$ cat config.mk
export PLATFORM = sky130hd
export DESIGN_NAME = cfd_config_regs
export DESIGN_NICKNAME = d
export VERILOG_FILES = /design/src/rtl/cfd_cfg_pkg.sv /design/src/rtl/cfd_sync_edge.sv /design/src/rtl/cfd_config_regs.sv
export SDC_FILE = /design/constraint.sdc
export NUM_CORES = 1
export LEC_CHECK = 0
export ABC_AREA = 1
export ABC_CLOCK_PERIOD_IN_PS = 1800
export CORE_MARGIN = 3
export CORE_UTILIZATION = 43
export DETAILED_ROUTE_END_ITERATION = 8
export PLACE_DENSITY_LB_ADDON = 0.08
export SETUP_SLACK_MARGIN = 0.15
export SLEW_MARGIN = 20
export SYNTH_ARGS = -nofsm -noshare
export SYNTH_HDL_FRONTEND = slang
export SYNTH_SLANG_ARGS = --single-unit
$ cat constraint.sdc
create_clock -name CLK -period 1.8 [get_ports CLK]
set_input_delay 0.54 -clock CLK [delete_from_list [all_inputs] [get_ports CLK]]
set_output_delay 0.54 -clock CLK [all_outputs]
set_load 0.03 [all_outputs]
$ cat src/rtl/cfd_cfg_pkg.sv
// rtl/cfd_cfg_pkg.sv - shared encodings, field layout and chain geometry for the CFD config block
package cfd_cfg_pkg;

   localparam int LE_BITS   = 6;
   localparam int CV_BITS   = 2;
   localparam int TP_BITS   = 3;
   localparam int MUX_BITS  = 4;
   localparam int CH_BITS   = LE_BITS + CV_BITS + TP_BITS;
   localparam int CHAIN_LEN = 176;

   // Bit offsets of each field inside one 11-bit channel slice.
   localparam int TP_LSB = 0;
   localparam int CV_LSB = TP_LSB + TP_BITS;
   localparam int LE_LSB = CV_LSB + CV_BITS;

   typedef enum logic [2:0] {
      MODE_LE_DAC   = 3'd0,
      MODE_CV_DAC   = 3'd1,
      MODE_TP_MUX   = 3'd2,
      MODE_CHAN_MUX = 3'd3,
      MODE_PROG_CAP = 3'd4,
      MODE_GMODE    = 3'd5,
      MODE_RSVD6    = 3'd6,
      MODE_RSVD7    = 3'd7
   } cfd_mode_e;

   typedef enum logic [2:0] {
      TP_ZC_OUT     = 3'd0,
      TP_AGND       = 3'd1,
      TP_LE_OUT     = 3'd2,
      TP_ZCP        = 3'd3,
      TP_ZCM        = 3'd4,
      TP_CV_OUT     = 3'd5,
      TP_LE_VTH     = 3'd6,
      TP_LE_NOWLIN  = 3'd7
   } cfd_tp_e;

   function automatic int chan_lsb(input int chan);
      return chan * CH_BITS;
   endfunction

endpackage

$ cat src/rtl/cfd_sync_edge.sv
// rtl/cfd_sync_edge.sv - two-flop synchronizer with single-cycle rising-edge pulse
module cfd_sync_edge (
   input  logic clk,
   input  logic rst,
   input  logic din,
   output logic pulse
);

   logic sync1;
   logic sync2;
   logic prev;
   logic vld1;
   logic vld2;
   logic armed;

   // The detector only arms after a genuine low has passed through the
   // synchronizer, so a level held high across reset release never fires.
   always_ff @(posedge clk) begin
      if (rst) begin
         sync1 <= 1'b0;
         sync2 <= 1'b0;
         prev  <= 1'b0;
         vld1  <= 1'b0;
         vld2  <= 1'b0;
         armed <= 1'b0;
      end else begin
         sync1 <= din;
         sync2 <= sync1;
         prev  <= sync2;
         vld1  <= 1'b1;
         vld2  <= vld1;
         armed <= armed | (vld2 & ~sync2);
      end
   end

   assign pulse = sync2 & ~prev & armed;

endmodule

$ cat src/rtl/cfd_config_regs.sv
// rtl/cfd_config_regs.sv - per-channel CFD configuration chain with strobe writes and serial shift
// Optional serial readback (SO_CLK rotate, SO output) is built when CFD_CFG_READBACK_EN is defined.
module cfd_config_regs
   import cfd_cfg_pkg::*;
#(
   parameter int CHANNELS = 16,
   parameter int ADDRBITS = 4,
   parameter int DATABITS = 6,
   parameter int MODEBITS = 3
) (
   input  logic                         CLK,
   input  logic                         RST,
   input  logic [ADDRBITS-1:0]          ADDR,
   input  logic [DATABITS-1:0]          DATA,
   input  logic [MODEBITS-1:0]          MODE,
   input  logic                         STB,
   input  logic                         SI_CLK,
   input  logic                         SI,
   input  logic                         SO_CLK,
   output logic                         SO,
   output logic [CHANNELS*LE_BITS-1:0]  LE_DAC,
   output logic [CHANNELS*CV_BITS-1:0]  CV_DAC,
   output logic [CHANNELS*TP_BITS-1:0]  TP_MUX,
   output logic [MUX_BITS-1:0]          CHAN_MUX,
   output logic [MUX_BITS-1:0]          PROG_CAP,
   output logic                         GMODE,
   output logic                         COLLIDE
);

   localparam int CHAIN = CHANNELS * CH_BITS;

   logic [CHAIN-1:0]    chain;
   logic [CHANNELS-1:0] sel;
   logic                stb_pulse;
   logic                si_pulse;
   logic                so_pulse;
   cfd_mode_e           mode;

   assign mode = cfd_mode_e'(MODE);

   cfd_sync_edge u_stb_sync (
      .clk   (CLK),
      .rst   (RST),
      .din   (STB),
      .pulse (stb_pulse)
   );

   cfd_sync_edge u_si_sync (
      .clk   (CLK),
      .rst   (RST),
      .din   (SI_CLK),
      .pulse (si_pulse)
   );

`ifdef CFD_CFG_READBACK_EN
   cfd_sync_edge u_so_sync (
      .clk   (CLK),
      .rst   (RST),
      .din   (SO_CLK),
      .pulse (so_pulse)
   );

   assign SO = chain[CHAIN-1];
`else
   logic unused_so_clk;

   assign unused_so_clk = SO_CLK;
   assign so_pulse      = 1'b0;
   assign SO            = 1'b0;
`endif

   // Broadcast mode targets every channel; otherwise only the addressed one.
   always_comb begin
      sel = '0;
      for (int c = 0; c < CHANNELS; c++) begin
         sel[c] = GMODE || (int'(ADDR) == c);
      end
   end

   always_ff @(posedge CLK) begin
      if (RST) begin
         chain    <= '0;
         CHAN_MUX <= '0;
         PROG_CAP <= '0;
         GMODE    <= 1'b0;
         COLLIDE  <= 1'b0;
      end else if (stb_pulse) begin
         // A write always wins; any shift landing in the same cycle is lost.
         COLLIDE <= COLLIDE | si_pulse | so_pulse;
         case (mode)
            MODE_LE_DAC: begin
               for (int c = 0; c < CHANNELS; c++) begin
                  if (sel[c]) begin
                     chain[chan_lsb(c) + LE_LSB +: LE_BITS] <= DATA[LE_BITS-1:0];
                  end
               end
            end
            MODE_CV_DAC: begin
               for (int c = 0; c < CHANNELS; c++) begin
                  if (sel[c]) begin
                     chain[chan_lsb(c) + CV_LSB +: CV_BITS] <= DATA[CV_BITS-1:0];
                  end
               end
            end
            MODE_TP_MUX: begin
               for (int c = 0; c < CHANNELS; c++) begin
                  if (sel[c]) begin
                     chain[chan_lsb(c) + TP_LSB +: TP_BITS] <= DATA[TP_BITS-1:0];
                  end
               end
            end
            MODE_CHAN_MUX: CHAN_MUX <= DATA[MUX_BITS-1:0];
            MODE_PROG_CAP: PROG_CAP <= DATA[MUX_BITS-1:0];
            MODE_GMODE:    GMODE    <= DATA[0];
            default: ;
         endcase
      end else if (si_pulse) begin
         chain <= {chain[CHAIN-2:0], SI};
      end else if (so_pulse) begin
         chain <= {chain[CHAIN-2:0], chain[CHAIN-1]};
      end
   end

   for (genvar c = 0; c < CHANNELS; c++) begin : g_chan
      assign LE_DAC[c*LE_BITS +: LE_BITS] = chain[c*CH_BITS + LE_LSB +: LE_BITS];
      assign CV_DAC[c*CV_BITS +: CV_BITS] = chain[c*CH_BITS + CV_LSB +: CV_BITS];
      assign TP_MUX[c*TP_BITS +: TP_BITS] = chain[c*CH_BITS + TP_LSB +: TP_BITS];
   end

endmodule
==> flow_summary.yaml <==
outcome:
  status: "complete, no violations"
worst_hold_path:
  holdPathEnd: "u_stb_sync.sync2"
  hold_depth: 2
  hold_start: "u_stb_sync.sync1"
  worst_hold_path_type: "reg -> reg"
setup_path:
  r2r_start: "u_stb_sync.armed"
  critical_path.cell_chain: "buf_2"
  critical_path_arrival_ps: 1090
  rrSetupSlack_ps: 230
  end_kind: "primary output"
  critPathKind: "reg -> out"
  cp_slowest_cell: "dfxtp_1"
  critPathLaunchType: "register"
  worst_r2r_endpoint: "chain[157]"
  critPathMaxFanout: 3
  cp_top_family: "flip-flops"
  r2r_cells: 9
  max_stage_delay_ps: 420
  required_ps: 1260
  crit_buf_inv: 1
timing:
  finalWorstSetupSlack_ps: 175
  period_share: 0.903
  slew_violations: 0
  finalSetupViolations: 0
  rsz0062_at_grt: "true"
  fmax_mhz: 615
  finClkSkew_ps: 9.84
  fin_crit_ps: 1630
  finalHoldViolCount: 0
global_route:
  grt_max_degree: 91
  use_met3: 0.0407
  grt_pass1_vias: 9686
  globalRouteMet2Util: 0.406
  grt.busiest_layer: "met2"
  track_usage: 0.248
  grt_use_met1: 0.335
  grt-ovfl-total: 0
  grt_pass1_wl_mm: 51.9
  antenna_found_initial: 1
cts:
  clkTransAtPathRegs_ps: 80
  cts_root_buffer: "clkbuf_16"
  cts_sinks: 196
  cts_max_level: 4
  cts_tree: "done"
  numCtsBuffers: 17
  clock_latency_ps: 440
  clockBufferDepth: 2
yosys:
  yosys.cell_types.count: 22
  yosysWarnings: 0
  synth_top_cell_area_share: 0.384
  syn-num-nets: 1766
  synth_area_mm2: 0.0102
  ys_ff_latch: 196
  synth_area_leaders: "dfxtp_1 (38%), nand2_1 (21%), nor2_1 (16%), nand3_1 (8.8%), inv_1 (7.8%)"
  syn_inst: 1747
  avgSynthCellArea_um2: 5.86
  ys_seq_area_frac: 0.384
  yosysTopAreaCell: "dfxtp_1"
drt:
  routed_wl_mm: 34.3
  routedWlPerCell_um: 15.0
  drc: 0
  vias: 11000
  vias_per_cell: 4.83
  ant_nets: 0
  first_pass_iters: 5
  drt_iter0_markers: 840
floorplanning:
  ios: 206
  rows: 55
  initial_core_util: 0.445
  core_mm2: 0.0230
  die_h_um: 160
  die_w_um: 160
  die_area_mm2: 0.0257
pwr:
  power_leakage_nw: 6.89
  p_per_area_mw_per_mm2: 746
  irDropWorstVdd_v: 0.000475
final_layout:
  instances_no_fill: 2285
  nNetsFinal: 1977
  syn2layout_area_growth_pct: 30.6
  drive_gt1_frac: 0.195
  fin_area_mm2: 0.0134
placed_design:
  dp.cells: 2239
  post-place-ws_ps: -410
  dpl.hpwl_mm: 21.6
  place_area_mm2: 0.0132
  io_buffers: 203
  place.gp.congestion: 0.805
job:
  drv_cap: 0
## cells in the final DEF (no fill, tap or decap), types with 4 or more instances in the layout
master and instances:
nor2_4 14, clkbuf_16 25, nor2_1 413, nand3_1 180, nand4_1 8, inv_1 211
buf_12 35, dlymetal6s2s_1 5, buf_4 43, buf_2 173, dfxtp_1 192, buf_6 4
o21ai_0 9, nand2_4 4, nor2_2 37, clkdlybuf4s50_1 12, nand2_2 13, inv_8 4
clkdlybuf4s15_2 7, nand2_1 552, inv_6 4
## registers in the layout, indices dropped and copies added (netlist names)
signal and count:
u_stb_sync.sync1 1, u_si_sync.vld2 1, u_si_sync.sync1 1, u_stb_sync.sync2 1, u_si_sync.sync2 1, CHAN_MUX 4
u_si_sync.prev 1, COLLIDE 1, PROG_CAP 4, u_si_sync.armed 1, GMODE 1, u_stb_sync.vld1 1
u_stb_sync.prev 1, chain 176, u_stb_sync.armed 1
## kinds of logic (layout without fill, tap and decap cells)
family          Yosys count  count (layout)  synth area share
simple gates           1224            1224             0.483
buf+inv                 314             538             0.127
flops                   196             196             0.384
compound gates           12              12           0.00587
other cells               1               2          0.000367
## synth_stat cells
library cell	instances
a21oi_1	3
and2_1	1
buf_1	8
buf_2	46
buf_4	6
buf_6	6
clkbuf_1	32
clkinv_1	1
conb_1	1
dfxtp_1	196
inv_1	212
inv_2	3
nand2_1	564
nand2_2	5
nand2_4	1
nand3_1	180
nand3_4	1
nand4_1	8
nor2_1	443
nor2_2	19
nor2_4	2
o21ai_0	9
## worst max path at each step
stage | depth (start not counted) | endpoint | slack (ps) | start
finish | 1 | LE_DAC[7] | 170 | chain[17]
global route | 11 | chain[72] | 90 | ADDR[3]
CTS | 1 | GMODE | 60 | GMODE
detailed placement | 8 | chain[137] | -410 | ADDR[1]
global placement | 8 | chain[142] | -400 | ADDR[0]
floorplan | 9 | chain[22] | 280 | ADDR[2]
## cell type report
cell class | instances | area (um^2)
diodes | 1 | 2.50
clock buffers | 20 | 467
clock inverters | 12 | 110
fillers | 2327 | 9630
inverters | 216 | 821
multi-input cells | 1237 | 5200
flip-flops and latches | 196 | 3930
well taps | 313 | 392
repair buffers | 290 | 2440
## timing repair
item / in CTS / in global routing
endpoints found under the hold margin: 0 / 0
gates cloned: 0 / 9
pin swaps: 0 / 10
resized for setup: 894 / 89
setup buffers: 0 / 4
setup endpoints to repair: 267 / 182
hold buffers: 0 / 0
## report_power, final
| part | internal, mW | total [mW] | switching [mW] |
|---|---|---|---|
| clock network | 1.94 | 3.84 | 1.90 |
| logic | 0.536 | 1.51 | 0.971 |
| registers | 4.49 | 4.62 | 0.128 |
## stage by stage
step | setup TNS, ps | total power, mW | hold slack, ps | util
after CTS | 0 | 9.98 | 399 | 0.565
final | 0 | 9.96 | 396 | 0.581
after global routing | 0 | 10.4 | 403 | 0.581
after global placement | -43740 | 6.26 | 392 | 0.572
after detailed placement | -49940 | 6.29 | 395 | 0.572
after floorplan | 0 | 5.68 | 388 | -
## per-layer routing
metal,part of all wire,vias up
met3,0.064,56
met5,0.00058,-
met1,0.45,4979
met4,0.021,2
li1,-,5609
met2,0.46,382
Power figures use the tool's default switching activity.
